$ cat src/rtl/crossbar_route_scheduler_pkg.sv
// Shared types for the trigger crossbar route scheduler.
// Holds the mux selection type, the "output disconnected" code, the
// scheduler state enum, the staged-route request payload and a range helper.
package crossbar_route_scheduler_pkg;

  localparam int unsigned MUXSEL_W          = 4;
  localparam int unsigned PORT_W            = 4;
  localparam int unsigned NUM_PORTS_DEFAULT = 12;

  typedef logic [MUXSEL_W-1:0] muxsel_t;

  // A muxsel equal to the port count parks the output on nothing.
  localparam muxsel_t MUXSEL_OFF = muxsel_t'(NUM_PORTS_DEFAULT);

  typedef enum logic [1:0] {
    ST_IDLE   = 2'd0,
    ST_BLANK  = 2'd1,
    ST_APPLY  = 2'd2,
    ST_SETTLE = 2'd3
  } sched_state_t;

  // Request payload of the currently granted requester.
  typedef struct packed {
    logic              commit;
    logic [PORT_W-1:0] port;
    muxsel_t           sel;
  } route_req_t;

  // Target must be a real output; source may be any input or MUXSEL_OFF.
  function automatic logic route_in_range(input logic [PORT_W-1:0] port,
                                          input muxsel_t           sel,
                                          input int unsigned       num_ports);
    return (32'(port) < num_ports) && (32'(sel) <= num_ports);
  endfunction

endpackage

$ cat src/rtl/crossbar_route_scheduler_arb.sv
// Round-robin arbiter for the route scheduler request ports.
// Ports:
//   clk, rst_n : clock, async active-low reset (pointer resets to 0)
//   req        : N request lines
//   advance    : the granted request was taken; move pointer past winner
//   grant_c    : combinational one-hot grant, first request at/after pointer
module crossbar_route_scheduler_arb #(
  parameter int unsigned N = 2
) (
  input  logic         clk,
  input  logic         rst_n,
  input  logic [N-1:0] req,
  input  logic         advance,
  output logic [N-1:0] grant_c
);

  localparam int unsigned PW = (N > 1) ? $clog2(N) : 1;

  logic [PW-1:0] ptr_q;
  logic [PW-1:0] ptr_next_c;

  // Scan from the pointer, wrapping, and pick the first active request.
  always_comb begin
    int unsigned idx;
    logic        found;
    grant_c    = '0;
    ptr_next_c = ptr_q;
    found      = 1'b0;
    idx        = 0;
    for (int unsigned k = 0; k < N; k++) begin
      idx = 32'(ptr_q) + k;
      if (idx >= N) idx = idx - N;
      if (!found && req[PW'(idx)]) begin
        found            = 1'b1;
        grant_c[PW'(idx)] = 1'b1;
        ptr_next_c       = (idx == N - 1) ? '0 : PW'(idx + 1);
      end
    end
  end

  always_ff @(posedge clk or negedge rst_n) begin
    if (!rst_n) begin
      ptr_q <= '0;
    end else if (advance) begin
      ptr_q <= ptr_next_c;
    end
  end

endmodule

$ cat src/rtl/crossbar_route_scheduler.sv
// Staged, glitch-free reconfiguration controller for the trigger crossbar.
// Requesters stage route writes into a shadow table through a round-robin
// arbiter; a commit applies all pending changes atomically, blanking only the
// outputs that change for BLANK_CYCLES before and after the mux switch.
// Optional build macro: CROSSBAR_SCHED_LOCK_EN -- first valid stager owns the
// shadow table until its commit completes; others get error responses.
// Ports:
//   clk, rst_n              : clock, async active-low reset
//   req_valid/req_ready     : per-requester handshake (req_ready combinational)
//   req_commit              : 1 = commit, 0 = stage write
//   req_port/req_sel        : stage write target output / source input
//   resp_valid/resp_err     : one-cycle completion pulse and error flag
//   muxsel                  : live crossbar selection per output
//   blank                   : per-output force-low mask
//   busy                    : commit in progress
module crossbar_route_scheduler
  import crossbar_route_scheduler_pkg::*;
#(
  parameter int unsigned NUM_PORTS    = 12,
  parameter int unsigned NUM_REQ      = 2,
  parameter int unsigned BLANK_CYCLES = 16
) (
  input  logic                             clk,
  input  logic                             rst_n,
  input  logic [NUM_REQ-1:0]               req_valid,
  output logic [NUM_REQ-1:0]               req_ready,
  input  logic [NUM_REQ-1:0]               req_commit,
  input  logic [NUM_REQ-1:0][PORT_W-1:0]   req_port,
  input  muxsel_t [NUM_REQ-1:0]            req_sel,
  output logic [NUM_REQ-1:0]               resp_valid,
  output logic [NUM_REQ-1:0]               resp_err,
  output muxsel_t [NUM_PORTS-1:0]          muxsel,
  output logic [NUM_PORTS-1:0]             blank,
  output logic                             busy
);

  localparam int unsigned RW = (NUM_REQ > 1) ? $clog2(NUM_REQ) : 1;
  localparam int unsigned CW = $clog2(BLANK_CYCLES + 1);
  localparam logic [CW-1:0] CNT_LAST = CW'(BLANK_CYCLES - 1);

  sched_state_t             state_q, state_d;
  logic [CW-1:0]            cnt_q;
  muxsel_t [NUM_PORTS-1:0]  shadow_q;
  logic [RW-1:0]            cmt_q;

  logic [NUM_REQ-1:0]       grant_c;
  logic [RW-1:0]            win_c;
  route_req_t               wreq_c;
  logic [NUM_PORTS-1:0]     changed_c;
  logic                     accept_c, range_ok_c, foreign_c;
  logic                     do_stage_c, do_commit_c, start_c, stage_err_c, done_c;

  crossbar_route_scheduler_arb #(.N(NUM_REQ)) u_arb (
    .clk     (clk),
    .rst_n   (rst_n),
    .req     (req_valid),
    .advance (accept_c),
    .grant_c (grant_c)
  );

  // Requests are only taken while idle; ready stays low throughout reset.
  assign accept_c  = (state_q == ST_IDLE) && (|grant_c);
  assign req_ready = (rst_n && (state_q == ST_IDLE)) ? grant_c : '0;

  // Select the granted requester's payload.
  always_comb begin
    win_c = '0;
    for (int unsigned i = 0; i < NUM_REQ; i++) begin
      if (grant_c[i]) win_c = RW'(i);
    end
    wreq_c.commit = req_commit[win_c];
    wreq_c.port   = req_port[win_c];
    wreq_c.sel    = req_sel[win_c];
  end

  always_comb begin
    changed_c = '0;
    for (int unsigned i = 0; i < NUM_PORTS; i++) begin
      changed_c[i] = (shadow_q[i] != muxsel[i]);
    end
  end

`ifdef CROSSBAR_SCHED_LOCK_EN
  logic          lock_q;
  logic [RW-1:0] owner_q;

  assign foreign_c = lock_q && (owner_q != win_c);

  // Ownership taken by the first good stage, dropped at commit response.
  always_ff @(posedge clk or negedge rst_n) begin
    if (!rst_n) begin
      lock_q  <= 1'b0;
      owner_q <= '0;
    end else if (done_c || (do_commit_c && !start_c)) begin
      lock_q  <= 1'b0;
    end else if (do_stage_c && !lock_q) begin
      lock_q  <= 1'b1;
      owner_q <= win_c;
    end
  end
`else
  assign foreign_c = 1'b0;
`endif

  assign range_ok_c  = route_in_range(wreq_c.port, wreq_c.sel, NUM_PORTS);
  assign do_stage_c  = accept_c && !wreq_c.commit && range_ok_c && !foreign_c;
  assign do_commit_c = accept_c && wreq_c.commit && !foreign_c;
  assign start_c     = do_commit_c && (|changed_c);
  assign stage_err_c = foreign_c || (!wreq_c.commit && !range_ok_c);
  assign done_c      = (state_q == ST_SETTLE) && (state_d == ST_IDLE);

  // Next-state logic.
  always_comb begin
    state_d = state_q;
    unique case (state_q)
      ST_IDLE:   if (start_c) state_d = ST_BLANK;
      ST_BLANK:  if (cnt_q == CNT_LAST) state_d = ST_APPLY;
      ST_APPLY:  state_d = ST_SETTLE;
      ST_SETTLE: if (cnt_q == CNT_LAST) state_d = ST_IDLE;
      default:   state_d = ST_IDLE;
    endcase
  end

  // State, counter, shadow table and all registered outputs.
  always_ff @(posedge clk or negedge rst_n) begin
    if (!rst_n) begin
      state_q    <= ST_IDLE;
      cnt_q      <= '0;
      shadow_q   <= '0;
      cmt_q      <= '0;
      muxsel     <= '0;
      blank      <= '0;
      busy       <= 1'b0;
      resp_valid <= '0;
      resp_err   <= '0;
    end else begin
      state_q    <= state_d;
      busy       <= (state_d != ST_IDLE);
      resp_valid <= '0;
      resp_err   <= '0;

      if (state_d != state_q) begin
        cnt_q <= '0;
      end else if ((state_q == ST_BLANK) || (state_q == ST_SETTLE)) begin
        cnt_q <= cnt_q + CW'(1);
      end

      // Stage writes, no-op commits and rejected requests answer next cycle.
      if (accept_c && !start_c) begin
        resp_valid[win_c] <= 1'b1;
        resp_err[win_c]   <= stage_err_c;
      end

      if (do_stage_c) begin
        shadow_q[wreq_c.port] <= wreq_c.sel;
      end

      if (start_c) begin
        cmt_q <= win_c;
        blank <= changed_c;
      end

      if (state_q == ST_APPLY) begin
        muxsel <= shadow_q;
      end

      if (done_c) begin
        blank             <= '0;
        resp_valid[cmt_q] <= 1'b1;
      end
    end
  end

endmodule

$ cat config.mk
export PLATFORM = sky130hd
export DESIGN_NAME = crossbar_route_scheduler
export DESIGN_NICKNAME = d
export VERILOG_FILES = /design/src/rtl/crossbar_route_scheduler_pkg.sv /design/src/rtl/crossbar_route_scheduler_arb.sv /design/src/rtl/crossbar_route_scheduler.sv
export SDC_FILE = /design/constraint.sdc
export NUM_CORES = 1
export LEC_CHECK = 0
export ABC_AREA = 1
export BUFFER_PORTS_ARGS = -buffer_cell sky130_fd_sc_hd__clkbuf_2
export CAP_MARGIN = 25
export CORE_MARGIN = 8
export CORE_UTILIZATION = 37
export DETAILED_ROUTE_END_ITERATION = 12
export GPL_ROUTABILITY_DRIVEN = 0
export PLACE_DENSITY = 0.65
export SLEW_MARGIN = 20
export SYNTH_ARGS = -nofsm -noshare
export SYNTH_HDL_FRONTEND = slang
export SYNTH_HIERARCHICAL = 1
export SYNTH_SLANG_ARGS = --single-unit
$ cat constraint.sdc
create_clock -name clk -period 6.6 [get_ports clk]
set_clock_uncertainty 0.2 [all_clocks]
set_input_delay 0.33 -clock clk [delete_from_list [all_inputs] [get_ports clk]]
set_output_delay 0.33 -clock clk [all_outputs]
set_load 0.02 [all_outputs]
# Yosys cells after proc, flatten, opt, wreduce, memory -nomap -nowiden

Index checks and enable logic that the tools add are counted.

Register bits after elaboration: 122
Input port bits: 22
Logic and storage cells: 147

$add $sub $neg: 6
$lt $le $gt $ge: 14
Equal/unequal tests: 19
Muxes and demuxes: 43
Bitwise gates (word level): 3
Reduce and logical (&&, ||, !) cells: 30

Operators with widths:

| kind                                                        | count |
|---|---|
| == test 32 x 1 -> 1 bit (second input constant)             | 2 |
| 2-to-1 mux 32 bit                                           | 2 |
| bitwise mux 48 bit                                          | 1 |
| != test 4 bit                                               | 12 |
| >= comparator 32 x 2 -> 1 bit (second input constant)       | 1 |
| subtractor 32 x 2 -> 32 bit (second input constant)         | 1 |
| 2-to-1 mux 12 bit                                           | 2 |
| 2-to-1 mux 4 bit                                            | 5 |
| 2-to-1 mux 2 bit                                            | 9 |
| demux 4 bit (select 4 bit)                                  | 1 |
| logical AND 1 bit                                           | 16 |
| 2-to-1 mux 1 bit                                            | 16 |
| OR reduction 12 bit                                         | 1 |
| 2-to-1 mux 5 bit                                            | 2 |
| less-than comparator 1 x 2 -> 1 bit (second input constant) | 4 |
| one-hot mux 2 bit (4 select lines)                          | 1 |
| nonzero test 2 bit                                          | 4 |
| adder 5 x 1 -> 5 bit (second input constant)                | 1 |
| == test 5 x 4 -> 1 bit (second input constant)              | 1 |
| less-than comparator 4 x 5 -> 1 bit (second input constant) | 1 |
| demux 1 bit (select 1 bit)                                  | 4 |
| == test 2 bit (second input constant)                       | 2 |
| >= comparator 1 bit (second input constant)                 | 4 |
| >= comparator 4 x 1 -> 1 bit (second input constant)        | 1 |
| 15 further kinds                                            | 21 |

# Depth between registers and ports, before layout

Gate-level depths: netlist (run 1).

Word-level depth: 19
Mapped depth: 15
Mapped depth without buffers: 12

# Hierarchy

Netlist (run 1), hierarchy kept.

By module, submodules not included:

| module                       | instances | cells an instance | area each (sq um) |
|---|---|---|---|
| crossbar_route_scheduler     | 1         | 624               | 5,659.2 |
| crossbar_route_scheduler_arb | 1         | 8                 | 60.1 |

# Worst setup path before layout (run 1)

No wires, ideal clock.

Kind: register to register
From: register u_arb.ptr_q
To: register shadow_q[44] in the netlist's numbering
Setup time: 0.117 ns
Arrival: 1.860 ns
Slack: 4.423 ns
Stages on the path, launching flop included: 14
Clock period less this slack: 2.177 ns
Cells stage by stage: dfrtp_1 > inv_1 > a21boi_1 > buf_6 > inv_2 > buf_6 > or2_1 > o21ai_0 > nand3_4 > nor2_2 > buf_6 > nand2_2 > nand2_1 > nand2_1

Longest elaborated chain between the ends: 17
Elaborated cells between the ends (all ways): 48
Classes of those cells: 3 x add/sub; 10 x order compare; 23 x mux; 1 x bitwise; 11 x reduce/logical

RTL lines:

| item                                                                                                             | RTL line                           | source |
|---|---|---|
| start: declaration                                                                                               | crossbar_route_scheduler_arb.sv:19 | `logic [PW-1:0] ptr_q;` |
| start signal: assignment                                                                                         | crossbar_route_scheduler_arb.sv:45 | `ptr_q <= ptr_next_c;` |
| adder 1 x 1 -> 2 bit (tied with other cells)                                                                     | crossbar_route_scheduler_arb.sv:31 | `idx = 32'(ptr_q) + k;` |
| subtractor 32 x 2 -> 32 bit (tied with other cells)                                                              | crossbar_route_scheduler_arb.sv:32 | `if (idx >= N) idx = idx - N;` |
| 2-to-1 mux 32 bit (tied with other cells)                                                                        | crossbar_route_scheduler_arb.sv:32 |  |
| less-than comparator 1 x 2 -> 1 bit (implied by the code) (tied with other cells)                                | crossbar_route_scheduler_arb.sv:35 | `grant_c[PW'(idx)] = 1'b1;` |
| logical AND 1 bit (implied by the code) / 2-to-1 mux 1 bit (equally long branches)                               | crossbar_route_scheduler_arb.sv:35 |  |
| 2-to-1 mux 1 bit (implied by the code) / demux 1 bit (select 1 bit) (equally long branches)                      | -                                  |  |
| demux 1 bit (select 1 bit) / 2-to-1 mux 2 bit (equally long branches)                                            | -                                  |  |
| bitwise OR 2 bit (no source line)                                                                                | -                                  |  |
| 2-to-1 mux 2 bit *                                                                                               | crossbar_route_scheduler_arb.sv:33 | `if (!found && req[PW'(idx)]) begin` |
| via grant_c[1]                                                                                                   | crossbar_route_scheduler.sv:46     | `logic [NUM_REQ-1:0] grant_c;` |
| 2-to-1 mux 1 bit                                                                                                 | crossbar_route_scheduler.sv:69     | `if (grant_c[i]) win_c = RW'(i);` |
| 2-to-1 mux 4 bit (implied by the code) (2 in a row)                                                              | crossbar_route_scheduler.sv:72     | `wreq_c.port = req_port[win_c];` |
| less-than comparator 4 x 5 -> 1 bit (implied by the code) / >= comparator 4 x 1 -> 1 bit (equally long branches) | crossbar_route_scheduler.sv:155    | `shadow_q[wreq_c.port] <= wreq_c.sel;` |
| logical AND 1 bit (implied by the code)                                                                          | crossbar_route_scheduler.sv:155    |  |
| 2-to-1 mux 4 bit (implied by the code)                                                                           | crossbar_route_scheduler.sv:155    |  |
| demux 4 bit (select 4 bit)                                                                                       | crossbar_route_scheduler.sv:155    |  |
| bitwise mux 48 bit                                                                                               | crossbar_route_scheduler.sv:155    |  |
| end signal: indexed assignment                                                                                   | crossbar_route_scheduler.sv:155    |  |
| end: declaration                                                                                                 | crossbar_route_scheduler.sv:43     | `muxsel_t [NUM_PORTS-1:0] shadow_q;` |

Mark *: on every way through the listed nets, which the timed path passes. The rest lies on a longest branch. The select of a mux whose other input is x is not followed.
A chain may end at the register's enable or synchronous reset.

# Worst setup path in the final report (run 1)

From: input port req_valid[0]
To: register shadow_q[36] in the netlist's numbering

Longest elaborated chain between the ends: 14
Elaborated cells between the ends (all ways): 31
Classes of those cells: 4 x order compare; 17 x mux; 1 x bitwise; 9 x reduce/logical

RTL lines:

| item                                                                                                             | RTL line                           | source |
|---|---|---|
| start: declaration                                                                                               | crossbar_route_scheduler.sv:25     | `input logic [NUM_REQ-1:0] req_valid,` |
| 2-to-1 mux 1 bit (implied by the code) (2 in a row)                                                              | crossbar_route_scheduler_arb.sv:33 |  |
| 2-to-1 mux 1 bit                                                                                                 | crossbar_route_scheduler_arb.sv:33 |  |
| logical NOT 1 bit                                                                                                | crossbar_route_scheduler_arb.sv:33 |  |
| logical AND 1 bit                                                                                                | crossbar_route_scheduler_arb.sv:33 |  |
| 2-to-1 mux 2 bit *                                                                                               | crossbar_route_scheduler_arb.sv:33 |  |
| via grant_c[1]                                                                                                   | crossbar_route_scheduler.sv:46     |  |
| 2-to-1 mux 1 bit                                                                                                 | crossbar_route_scheduler.sv:69     |  |
| 2-to-1 mux 4 bit (implied by the code) (2 in a row)                                                              | crossbar_route_scheduler.sv:72     |  |
| less-than comparator 4 x 5 -> 1 bit (implied by the code) / >= comparator 4 x 1 -> 1 bit (equally long branches) | crossbar_route_scheduler.sv:155    |  |
| logical AND 1 bit (implied by the code)                                                                          | crossbar_route_scheduler.sv:155    |  |
| 2-to-1 mux 4 bit (implied by the code)                                                                           | crossbar_route_scheduler.sv:155    |  |
| demux 4 bit (select 4 bit)                                                                                       | crossbar_route_scheduler.sv:155    |  |
| bitwise mux 48 bit                                                                                               | crossbar_route_scheduler.sv:155    |  |

Marks and branches as above.

==> qor.tcl, run 1 <==
set qor(worst_r2r_endpoint) {shadow_q[36]}
set qor(drc_errors) 0
set qor(total_power_mw) 2.716
set qor(port-buffer-count) 88
set qor(endpoints_failing_setup) 0
set qor(core-area_um2) 15150
set qor(rows) 45
set qor(timing.setup.critical_path_class) {in2reg}
set qor(power.leakage_nw) 3.665
set qor(synth-edff-count) 0
set qor(fp.dieArea_um2) 19690
set qor(worstSkewPairLatency_ns) 0.41
set qor(holdPathEnd) {shadow_q[5]}
set qor(detailedRoute.firstIterationViolations) 340
set qor(synth_top_area_cell) {sky130_fd_sc_hd__dfrtp_1}
set qor(status) {finished clean}
set qor(synthTopCellsByArea) {sky130_fd_sc_hd__dfrtp_1, sky130_fd_sc_hd__nand2_1, sky130_fd_sc_hd__xnor2_1}
set qor(detail-route-antenna-nets) 0
set qor(hp-start) {req_port[1]}
set qor(whs_ns) 0.2218
set qor(register_to_register_path_setup_slack_ns) 3.12
set qor(power_per_cell_area_nw_per_um2) 392.4
set qor(ys_top_cells_by_count) {sky130_fd_sc_hd__nand2_1, sky130_fd_sc_hd__dfrtp_1, sky130_fd_sc_hd__nand3_1}
set qor(timing.rr.start) {u_arb/ptr_q}
set qor(totalNegativeSetupSlack_ns) 0
set qor(vias) 4419
set qor(htree_num_levels) 4
set qor(ys_warn_count) 6
set qor(syn-cell-area_um2) 5719
set qor(final_max_slew_viol_count) 0
set qor(die_height_um) 140.3
set qor(fin_nets) 743
set qor(ios) 89
set qor(async_flop_share_pct) 100.0
set qor(synthFlopType) {sky130_fd_sc_hd__dfrtp_1}
set qor(detailedRoute.firstPassIterationCount) 5
set qor(antenna-diode-count) 0
set qor(synth_area_per_cell_um2) 9.049
set qor(groute.usage.overall_pct) 15.06
set qor(crit_path_start_kind) {primary input}
set qor(fmax_mhz) 273.9
set qor(holdCritPathClass) {in2reg}
set qor(cells_after_synthesis) 632
set qor(cap_viol_max_count) 0
set qor(yosys.area.top_type_share_pct) 53.38
set qor(post_drt_wl_per_cell_um) 15.48
set qor(cts_buffers) 17
set qor(drive_gt1_share_pct) 23.29
set qor(hold_viol) 0
set qor(synthesis.nets) 656
set qor(grt_antenna_before_repair) 0
set qor(post_place_cell_area_um2) 6261
set qor(drt_wl_total_mm) 14.21
set qor(critical_path.max_fanout) 15
set qor(clk_pin_slew_worst_paths_ns) 0.05
set qor(synth_sequential_area_ratio_pct) 53.38
set qor(r2r.worst_path.cells) 12
set qor(via_per_inst) 4.814
set qor(holdPathStages) 6
set qor(final.setup.worst_slack_ns) 2.949
set qor(yosys.cell_count.top_type) {sky130_fd_sc_hd__nand2_1}
set qor(worst_ep_required_time_ns) 6.69
set qor(pre_cts_slack_ns) 3.095
set qor(nFillCells) 1439
set qor(root_buffer) {sky130_fd_sc_hd__clkbuf_16}
set qor(global_route_wire_length_before_repair_mm) 23.25
set qor(grt_pass1_vias) 4392
set qor(final_design_area_no_fill_um2) 6920
set qor(rsz0062_at_grt) {no}
set qor(syn2layout_area_growth_pct) 21.00
set qor(arrival_ns) 3.74
set qor(die_width_um) 140.3
set qor(gr-total-overflow) 0
set qor(max-slew-margin-rel_pct) 36.35
set qor(worst_setup_path_startpoint) {req_valid[0]}
set qor(synth_cell_type_count) 33
set qor(period_needed_ns) 3.651
set qor(cts.sink_count) 122
set qor(start_util_pct) 37.76
set qor(clk_path_buf_depth) 2
set qor(cp-end-kind) {flop}
set qor(pin_slew_with_the_least_headroom_to_its_limit_ns) 0.9512
set qor(synthesized_flop_and_latch_total) 122
set qor(detailedPlacementHpwl_mm) 9.987
set qor(cts_tree) {yes}
set qor(period_utilization_post_route_pct) 55.31
set qor(grt_max_degree) 77
set qor(irDropWorstVdd_v) 0.0001998
[how the worst max path moves through the flow]
stage                     to  slack [ns]  depth (start not counted)
3_3_place_gp   resp_valid[1]        3.08                          9
3_5_place_dp   resp_valid[1]        3.10                          9
2_1_floorplan   shadow_q[44]        4.42                         13
4_1_cts        resp_valid[1]        2.97                         10
5_1_grt                 busy        2.63                         11
6_report        shadow_q[36]        2.95                         13
[layout by cell type, fill, tap and decap left out, types with 17 or more instances in the layout]
cell                        count
sky130_fd_sc_hd__nand2_1      220
sky130_fd_sc_hd__dfrtp_1      122
sky130_fd_sc_hd__clkbuf_2      87
sky130_fd_sc_hd__nand3_1       75
sky130_fd_sc_hd__xnor2_1       44
sky130_fd_sc_hd__o21ai_0       29
sky130_fd_sc_hd__inv_1         24
sky130_fd_sc_hd__nor2_1        24
sky130_fd_sc_hd__mux2_2        24
sky130_fd_sc_hd__clkbuf_16     17
[worst max-delay path, stage by stage]
cell and delay (ns):
sky130_fd_sc_hd__dlygate4sd3_1 0.53, sky130_fd_sc_hd__clkbuf_2 0.12, sky130_fd_sc_hd__a21boi_1 0.63, sky130_fd_sc_hd__inv_2 0.27
sky130_fd_sc_hd__nand2_1 0.12, sky130_fd_sc_hd__nand2_1 0.34, sky130_fd_sc_hd__nor2_2 0.23, sky130_fd_sc_hd__a2bb2oi_2 0.21
sky130_fd_sc_hd__nand3_4 0.17, sky130_fd_sc_hd__nor2_2 0.45, sky130_fd_sc_hd__nand2_1 0.20, sky130_fd_sc_hd__nand2_1 0.10
sky130_fd_sc_hd__nand2_1 0.05
[flip-flops by register name, summed over array words and instances, names as in the netlist]
signal / flops
resp_err: 2
blank: 12
cmt_q: 1
u_arb/ptr_q: 1
shadow_q: 48
resp_valid: 2
muxsel: 48
state_q: 2
cnt_q: 5
busy: 1
[power breakdown]
part           internal, mW  switching (mW)  leakage [nW]  total, mW
Combinational         0.267           0.469          1.72      0.736
Clock                 0.626           0.316         0.298      0.943
Sequential            0.890           0.147          1.64       1.04
Total                  1.78           0.932          3.66       2.72
[through the flow]
step / utilization (%) / std cells
after floorplan: - / 632
after global placement: 41.34 / 884
after detailed placement: 41.34 / 884
after CTS: 45.51 / 917
after global routing: 45.69 / 918
final: 45.69 / 918
[per-layer routing]
metal / wire, um / track usage (%)
met2: 6659 / 23.88
met4: 119 / 4.286
met1: 6519 / 18.96
met3: 910 / 5.369
met5: 0 / 0
[cells by family after synthesis]
| family | share of synthesized area (%) |
|---|---|
| xor gates and xnor gates | 7.044 |
| muxes | 4.725 |
| DFF | 53.38 |
| buffers and inverters | 4.594 |
| AOI/OAI and AO/OA | 3.872 |
| and+or+nand+nor | 25.95 |
| adders and majority gates | 0.4375 |
[layout make-up]
class / instances / area [um2] / area share [%]
Clock buffer: 22 / 484.2 / 6.997
Inverter: 29 / 108.9 / 1.573
Tap cell: 188 / 235.2 / 3.399
Clock inverter: 8 / 117.6 / 1.700
Timing Repair Buffer: 94 / 515.5 / 7.449
Multi-Input combinational cell: 455 / 2406 / 34.77
Sequential cell: 122 / 3053 / 44.11
[repair_timing]
action / in CTS / in global routing
hold buffers: 3 / 0
setup endpoints to repair: 0 / 0
resized for setup: 0 / 0
hold endpoints to repair: 47 / 0
setup buffers: 0 / 0
No activity file was read; power rests on OpenSTA's default activity.
==> run 2: changes to the inputs <==
--- a/config.mk
+++ b/config.mk
@@ -12,7 +12,7 @@
 export CORE_UTILIZATION = 37
 export DETAILED_ROUTE_END_ITERATION = 12
 export GPL_ROUTABILITY_DRIVEN = 0
-export PLACE_DENSITY = 0.65
+export PLACE_DENSITY = 0.67
 export SLEW_MARGIN = 20
 export SYNTH_ARGS = -nofsm -noshare
 export SYNTH_HDL_FRONTEND = slang
==> constraint.sdc (replaced) <==
create_clock -name clk -period 3.3 [get_ports clk]
set_clock_uncertainty 0.2 [all_clocks]
set_input_delay 0.165 -clock clk [delete_from_list [all_inputs] [get_ports clk]]
set_output_delay 0.165 -clock clk [all_outputs]
set_load 0.02 [all_outputs]
==> run 2 against run 1 <==
Effect of this change: non-clock buffer count up 11; first-iteration DRC count up 5.9%; wire length down 0.44%; worst hold slack worse by 0.19 ns; final cell count up 1.4%; critical path type unchanged; setup slack worse by 2.3 ns.
==> qor.tcl, run 2 (synthesis gave the netlist of run 1 again) <==
set qor(start_util_pct) 37.76 ;# unchanged
set qor(holdCritPathClass) {in2reg}
set qor(clk_path_buf_depth) 2 ;# unchanged
set qor(final_cell_mix) {sky130_fd_sc_hd__nand2_1, sky130_fd_sc_hd__dfrtp_1, sky130_fd_sc_hd__clkbuf_2, sky130_fd_sc_hd__nand3_1, sky130_fd_sc_hd__xnor2_1}
set qor(cts_buffers) 17 ;# unchanged
set qor(ios) 89 ;# unchanged
set qor(timing.setup.critical_path_class) {in2reg}
set qor(core-area_um2) 15150 ;# unchanged
set qor(antenna-diode-count) 0 ;# unchanged
set qor(syn2layout_area_growth_pct) 21.83
set qor(post_cts_buffers) 0 ;# unchanged
set qor(timing.rr.start) {u_arb/ptr_q}
set qor(grt_antenna_before_repair) 0 ;# unchanged
set qor(crit_path_start_kind) {primary input}
set qor(totalNegativeSetupSlack_ns) 0 ;# unchanged
set qor(htree_num_levels) 4 ;# unchanged
set qor(via_per_inst) 4.792 ;# -0.46%
set qor(irDropWorstVdd_v) 0.0004244 ;# +110%
set qor(worst_setup_path_startpoint) {req_valid[0]}
set qor(vias) 4461 ;# +0.95%
set qor(fin_nets) 754 ;# +1.5%
set qor(port-buffer-count) 88 ;# unchanged
set qor(root_buffer) {sky130_fd_sc_hd__clkbuf_16}
set qor(cts_tree) {yes}
set qor(power.share.clock_pct) 33.4 ;# -1.3 points
set qor(cp-end-kind) {flop}
set qor(detailedRoute.firstPassIterationCount) 4 ;# -1
set qor(groute.usage.overall_pct) 14.99 ;# -0.068 points
set qor(hp-start) {req_port[1]}
set qor(global_route_wire_length_before_repair_mm) 23.18 ;# -0.33%
set qor(cell_internal_pwr_mw) 3.512 ;# +97%
set qor(critical_path.max_fanout) 15 ;# unchanged
set qor(detail-route-antenna-nets) 0 ;# unchanged
set qor(drive_gt1_share_pct) 24.23 ;# +0.94 points
set qor(period_needed_ns) 2.699
set qor(die_width_um) 140.3 ;# unchanged
set qor(power_per_cell_area_nw_per_um2) 772.8 ;# +97%
set qor(status) {finished clean}
set qor(power.net_switching_mw) 1.873 ;# +100%
set qor(hold_viol) 0 ;# unchanged
set qor(max-slew-margin-rel_pct) 51.54 ;# +15 points
set qor(final_max_slew_viol_count) 0 ;# unchanged
set qor(detailedRoute.firstIterationViolations) 360 ;# +5.9%
set qor(share_seq_of_total_power_pct) 37.6 ;# -0.6 points
set qor(post_drt_wl_per_cell_um) 15.19 ;# -1.8%
set qor(rows) 45 ;# unchanged
set qor(endpoints_failing_setup) 0 ;# unchanged
set qor(biggestRegsByFlops) {muxsel (48), shadow_q (48), blank (12)}
set qor(period_utilization_post_route_pct) 81.80
set qor(fp.dieArea_um2) 19690 ;# unchanged
set qor(grt_pass1_vias) 4445 ;# +1.2%
set qor(cap_viol_max_count) 0 ;# unchanged
set qor(pin_slew_with_the_least_headroom_to_its_limit_ns) 0.7269 ;# -0.2242 ns
set qor(rsz0062_at_grt) {no}
set qor(worst_ep_required_time_ns) 3.41 ;# -3.28 ns
set qor(gr-total-overflow) 0 ;# unchanged
set qor(fmax_mhz) 370.5
set qor(layout.cells.most_common) {sky130_fd_sc_hd__nand2_1}
set qor(total_power_mw) 5.385 ;# +98%
set qor(utilization_pct) 46.01 ;# +0.31 points
set qor(power.leakage_nw) 3.702 ;# +1.0%
set qor(power.share.combinational_pct) 29.0 ;# +1.9 points
set qor(arrival_ns) 2.81 ;# -0.93 ns
set qor(grt_max_degree) 123 ;# +60%
set qor(cts.sink_count) 122 ;# unchanged
set qor(clk_pin_slew_worst_paths_ns) 0.05 ;# about the same
set qor(sw_frac_of_total_pct) 34.79 ;# +0.47 points
set qor(die_height_um) 140.3 ;# unchanged
set qor(worstSkewPairLatency_ns) 0.41 ;# about the same
set qor(drc_errors) 0 ;# unchanged
set qor(detailedPlacementHpwl_mm) 9.865 ;# -1.2%
set qor(drt_wl_total_mm) 14.15 ;# -0.44%
==> run 2: area by class of cell <==
type	count	area, um2
repair buffers	105	590.6
inverters	29	108.9
clock inverters	8	92.59
fillers	1438	8178
flip-flops and latches	122	3053
multi-input cells	455	2406
clock buffers	24	481.7
well taps	188	235.2
==> run 2: path summary, 6_finish.rpt <==
kind / endpoint / slack [ns] / cells after the start
max: shadow_q[37] / 0.60 / 12
min: shadow_q[6] / 0.04 / 6
max reg2reg: shadow_q[37] / 0.61 / 11
min reg2reg: shadow_q[0] / 0.30 / 2
max in group asynchronous: shadow_q[2] / 2.15 / 3
min in group asynchronous: muxsel[33] / 0.14 / 3
==> run 2: routing by layer <==
metal | global-route usage (%) | up-vias | wire [um] | part of all wire, %
met4 | 4.800 | 0 | 206 | 1.5
met2 | 23.31 | 107 | 6549 | 46
met5 | 0 | - | 0 | 0
li1 | - | 2226 | - | -
met3 | 5.912 | 15 | 1140 | 8.1
met1 | 18.72 | 2113 | 6250 | 44
==> run 2: timing repair <==
action                     CTS  global route
setup endpoints to repair    0             0
hold endpoints to repair   123             0
gates resized for setup      0             0
hold buffers                 3             0
==> run 2: critical path, stage by stage <==
cell,delay (ns)
sky130_fd_sc_hd__dlygate4sd3_1,0.53
sky130_fd_sc_hd__clkbuf_2,0.12
sky130_fd_sc_hd__a21boi_1,0.23
sky130_fd_sc_hd__inv_2,0.16
sky130_fd_sc_hd__or2_1,0.24
sky130_fd_sc_hd__o21a_1,0.16
sky130_fd_sc_hd__a2bb2oi_2,0.21
sky130_fd_sc_hd__nand3_4,0.16
sky130_fd_sc_hd__nor2_2,0.46
sky130_fd_sc_hd__nand2_1,0.19
sky130_fd_sc_hd__nand2_1,0.11
sky130_fd_sc_hd__nand2_1,0.05
==> run 2: through the flow <==
stage	cells	hold slack (ns)	worst slack (ns)	cell area, um2
CTS	931	0.02793	0.5981	6968
floorplan	632	-0.3306	1.123	5719
detailed placement	896	0.1563	0.6138	6364
global placement	896	0.1590	0.7556	6364
global route	931	0.06844	0.3217	6968
finish	931	0.03574	0.6006	6968
==> run 2: power by group through the flow <==
stage / sequential, mW / clock (mW) / combinational [mW]
after global routing: 2.07 / 1.90 / 1.75
after detailed placement: 2.05 / 0 / 1.57
after CTS: 2.03 / 1.83 / 1.59
after floorplan: 2.19 / 0 / 0.867
final: 2.03 / 1.80 / 1.56
after global placement: 2.05 / 0 / 1.55
==> run 3: changes to the inputs <==
--- a/config.mk
+++ b/config.mk
@@ -12,7 +12,7 @@
 export CORE_UTILIZATION = 37
 export DETAILED_ROUTE_END_ITERATION = 12
 export GPL_ROUTABILITY_DRIVEN = 0
-export PLACE_DENSITY = 0.67
+export PLACE_DENSITY = 0.65
 export SLEW_MARGIN = 20
 export SYNTH_ARGS = -nofsm -noshare
 export SYNTH_HDL_FRONTEND = slang
==> constraint.sdc (replaced) <==
create_clock -name clk -period 2.8 [get_ports clk]
set_clock_uncertainty 0.2 [all_clocks]
set_input_delay 0.14 -clock clk [delete_from_list [all_inputs] [get_ports clk]]
set_output_delay 0.14 -clock clk [all_outputs]
set_load 0.02 [all_outputs]
==> run 3 against run 2 <==
Effect of this change: register-to-register slack worse by 0.36 ns; clock power is 24% higher; design area is 0.97% higher; first-iteration DRC count is 20% lower; utilization is 0.45 points higher; wire length is 3.2% higher.
==> qor.tcl, run 3 (synthesis gave the netlist of run 1 again) <==
set qor(status) {finished clean}
set qor(layout.area.seq_um2) 3053 ;# unchanged
set qor(drt_wl_total_mm) 14.60 ;# +3.2%
set qor(total_power_mw) 6.499 ;# +21%
set qor(detailedRoute.firstIterationViolations) 289 ;# -20%
set qor(grt_antenna_before_repair) 0 ;# unchanged
set qor(nFillCells) 1433 ;# -0.35%
set qor(cp-end-kind) {flop}
set qor(cts_tree) {yes}
set qor(holdPathStages) 5 ;# -1
set qor(whs_ns) 0.03976 ;# +0.004015 ns
set qor(core-area_um2) 15150 ;# unchanged
set qor(grt_pass1_vias) 4502 ;# +1.3%
set qor(holdCritPathClass) {in2reg}
set qor(fin_nets) 757 ;# +0.40%
set qor(post_place_cell_area_um2) 6399 ;# +0.55%
set qor(rsz0062_at_grt) {no}
set qor(drc_errors) 0 ;# unchanged
set qor(worst_path_largest_cell_delay_ns) 0.55 ;# +0.02 ns
set qor(drive_gt1_share_pct) 24.66 ;# +0.44 points
set qor(vias) 4482 ;# +0.47%
set qor(biggestRegsByFlops) {muxsel (48), shadow_q (48), blank (12)}
set qor(period_needed_ns) 2.550
set qor(endpoints_failing_setup) 0 ;# unchanged
set qor(worstSkewPairLatency_ns) 0.41 ;# about the same
set qor(final_cell_mix) {sky130_fd_sc_hd__nand2_1, sky130_fd_sc_hd__dfrtp_1, sky130_fd_sc_hd__clkbuf_2, sky130_fd_sc_hd__nand3_1, sky130_fd_sc_hd__xnor2_1}
set qor(totalNegativeSetupSlack_ns) 0 ;# unchanged
set qor(worst_ep_required_time_ns) 2.89 ;# -0.52 ns
set qor(clk_path_buf_depth) 2 ;# unchanged
set qor(start_util_pct) 37.76 ;# unchanged
set qor(multi_input_area_um2) 2406 ;# unchanged
set qor(pin_slew_with_the_least_headroom_to_its_limit_ns) 0.6830 ;# -0.04391 ns
set qor(dp.cells) 899 ;# +0.33%
set qor(final_max_slew_viol_count) 0 ;# unchanged
set qor(crit_top_cell) {sky130_fd_sc_hd__nand2_1}
set qor(antenna-diode-count) 0 ;# unchanged
set qor(r2r.worst_path.cells) 11 ;# unchanged
set qor(power.leakage_nw) 3.722 ;# +0.56%
set qor(max-slew-margin-rel_pct) 54.47 ;# +2.9 points
set qor(finalNonFillerCells) 934 ;# +0.32%
set qor(post_cts_buffers) 0 ;# unchanged
set qor(timing.setup.critical_path_class) {in2reg}
set qor(fmax_mhz) 392.1
set qor(rows) 45 ;# unchanged
set qor(period_utilization_post_route_pct) 91.09
set qor(syn2layout_area_growth_pct) 23.01
set qor(detailedPlacementHpwl_mm) 10.06 ;# +1.9%
set qor(pre_cts_slack_ns) 0.2812 ;# -0.3326 ns
set qor(cts.sink_count) 122 ;# unchanged
set qor(final_design_area_no_fill_um2) 7036 ;# +0.97%
set qor(post_cts.resized_instances) 0 ;# unchanged
set qor(layout.cells.most_common) {sky130_fd_sc_hd__nand2_1}
set qor(port-buffer-count) 88 ;# unchanged
set qor(grt_max_degree) 123 ;# unchanged
set qor(htree_num_levels) 4 ;# unchanged
set qor(post_drt_wl_per_cell_um) 15.63 ;# +2.9%
set qor(cts_buffers) 17 ;# unchanged
set qor(clk_pin_slew_worst_paths_ns) 0.06 ;# about the same
set qor(irDropWorstVdd_v) 0.0004587 ;# +8.1%
set qor(critPathSlowestCell) {sky130_fd_sc_hd__dlygate4sd3_1}
set qor(fp.dieArea_um2) 19690 ;# unchanged
set qor(cap_viol_max_count) 0 ;# unchanged
set qor(gr-total-overflow) 0 ;# unchanged
set qor(detail-route-antenna-nets) 0 ;# unchanged
set qor(die_height_um) 140.3 ;# unchanged
set qor(via_per_inst) 4.799 ;# +0.15%
set qor(utilization_pct) 46.45 ;# +0.45 points
set qor(root_buffer) {sky130_fd_sc_hd__clkbuf_16}
set qor(detailedRoute.firstPassIterationCount) 4 ;# unchanged
set qor(global_route_wire_length_before_repair_mm) 23.84 ;# +2.9%
set qor(groute.usage.overall_pct) 15.44 ;# +0.44 points
set qor(crit_path_cell_trace) {dlygate4sd3_1 > clkbuf_2 > a21boi_1 > inv_2 > or2_1 > o21a_1 > a2bb2oi_2 > nand3_4 > nor2_4 > nand2_2 > nand2_1 > nand2_1}
set qor(arrival_ns) 2.64 ;# -0.17 ns
set qor(ios) 89 ;# unchanged
set qor(hold_viol) 0 ;# unchanged
set qor(crit_path_start_kind) {primary input}
set qor(final.setup.worst_slack_ns) 0.2495 ;# -0.3511 ns
set qor(die_width_um) 140.3 ;# unchanged
set qor(power_per_cell_area_nw_per_um2) 923.7 ;# +20%
set qor(critical_path.max_fanout) 20 ;# +5
[run 3: report_power, final]
part           total, mW  switching [mW]  internal, mW  leakage [nW]
clock network       2.24           0.794          1.45         0.283
registers           2.40           0.301          2.10          1.64
logic               1.86            1.18         0.678          1.80
[run 3: critical path, delay by kind of cell]
family	cells	cell delay [ns]
buf+inv	3	0.81
compound gates	3	0.58
simple gates	6	1.11
[run 3: final timing paths]
path                               startpoint            end  slack [ns]
worst min-delay path            req_commit[0]    resp_err[0]        0.04
max in group asynchronous               rst_n   shadow_q[42]        1.70
worst max register to register    u_arb/ptr_q    shadow_q[0]        0.25
worst max-delay path             req_valid[0]    shadow_q[0]        0.25
min in group asynchronous               rst_n     muxsel[33]        0.17
worst min register to register          cmt_q  resp_valid[0]        0.30
[run 3: cell type report]
type | instances | area share, %
clock buffer | 22 | 6.598
clock inverter | 10 | 2.027
inverter | 29 | 1.547
multi-input combinational | 455 | 34.20
sequential | 122 | 43.39
tap | 188 | 3.343
timing repair buffer | 108 | 8.892
[run 3: timing repair]
item                                   4_1_cts  5_1_grt
hold buffers                                 3        0
endpoints found under the hold margin      124        0
setup endpoints to repair                    0        0
[run 3: layer usage]
layer	routed length (um)	GRT usage [%]	part of all wire, %	vias up
li1	-	-	-	2221
met1	6880	19.60	47	2135
met2	6709	24.62	46	114
met3	832	4.723	5.7	12
met4	178	4.971	1.2	0
met5	0	0	0	-
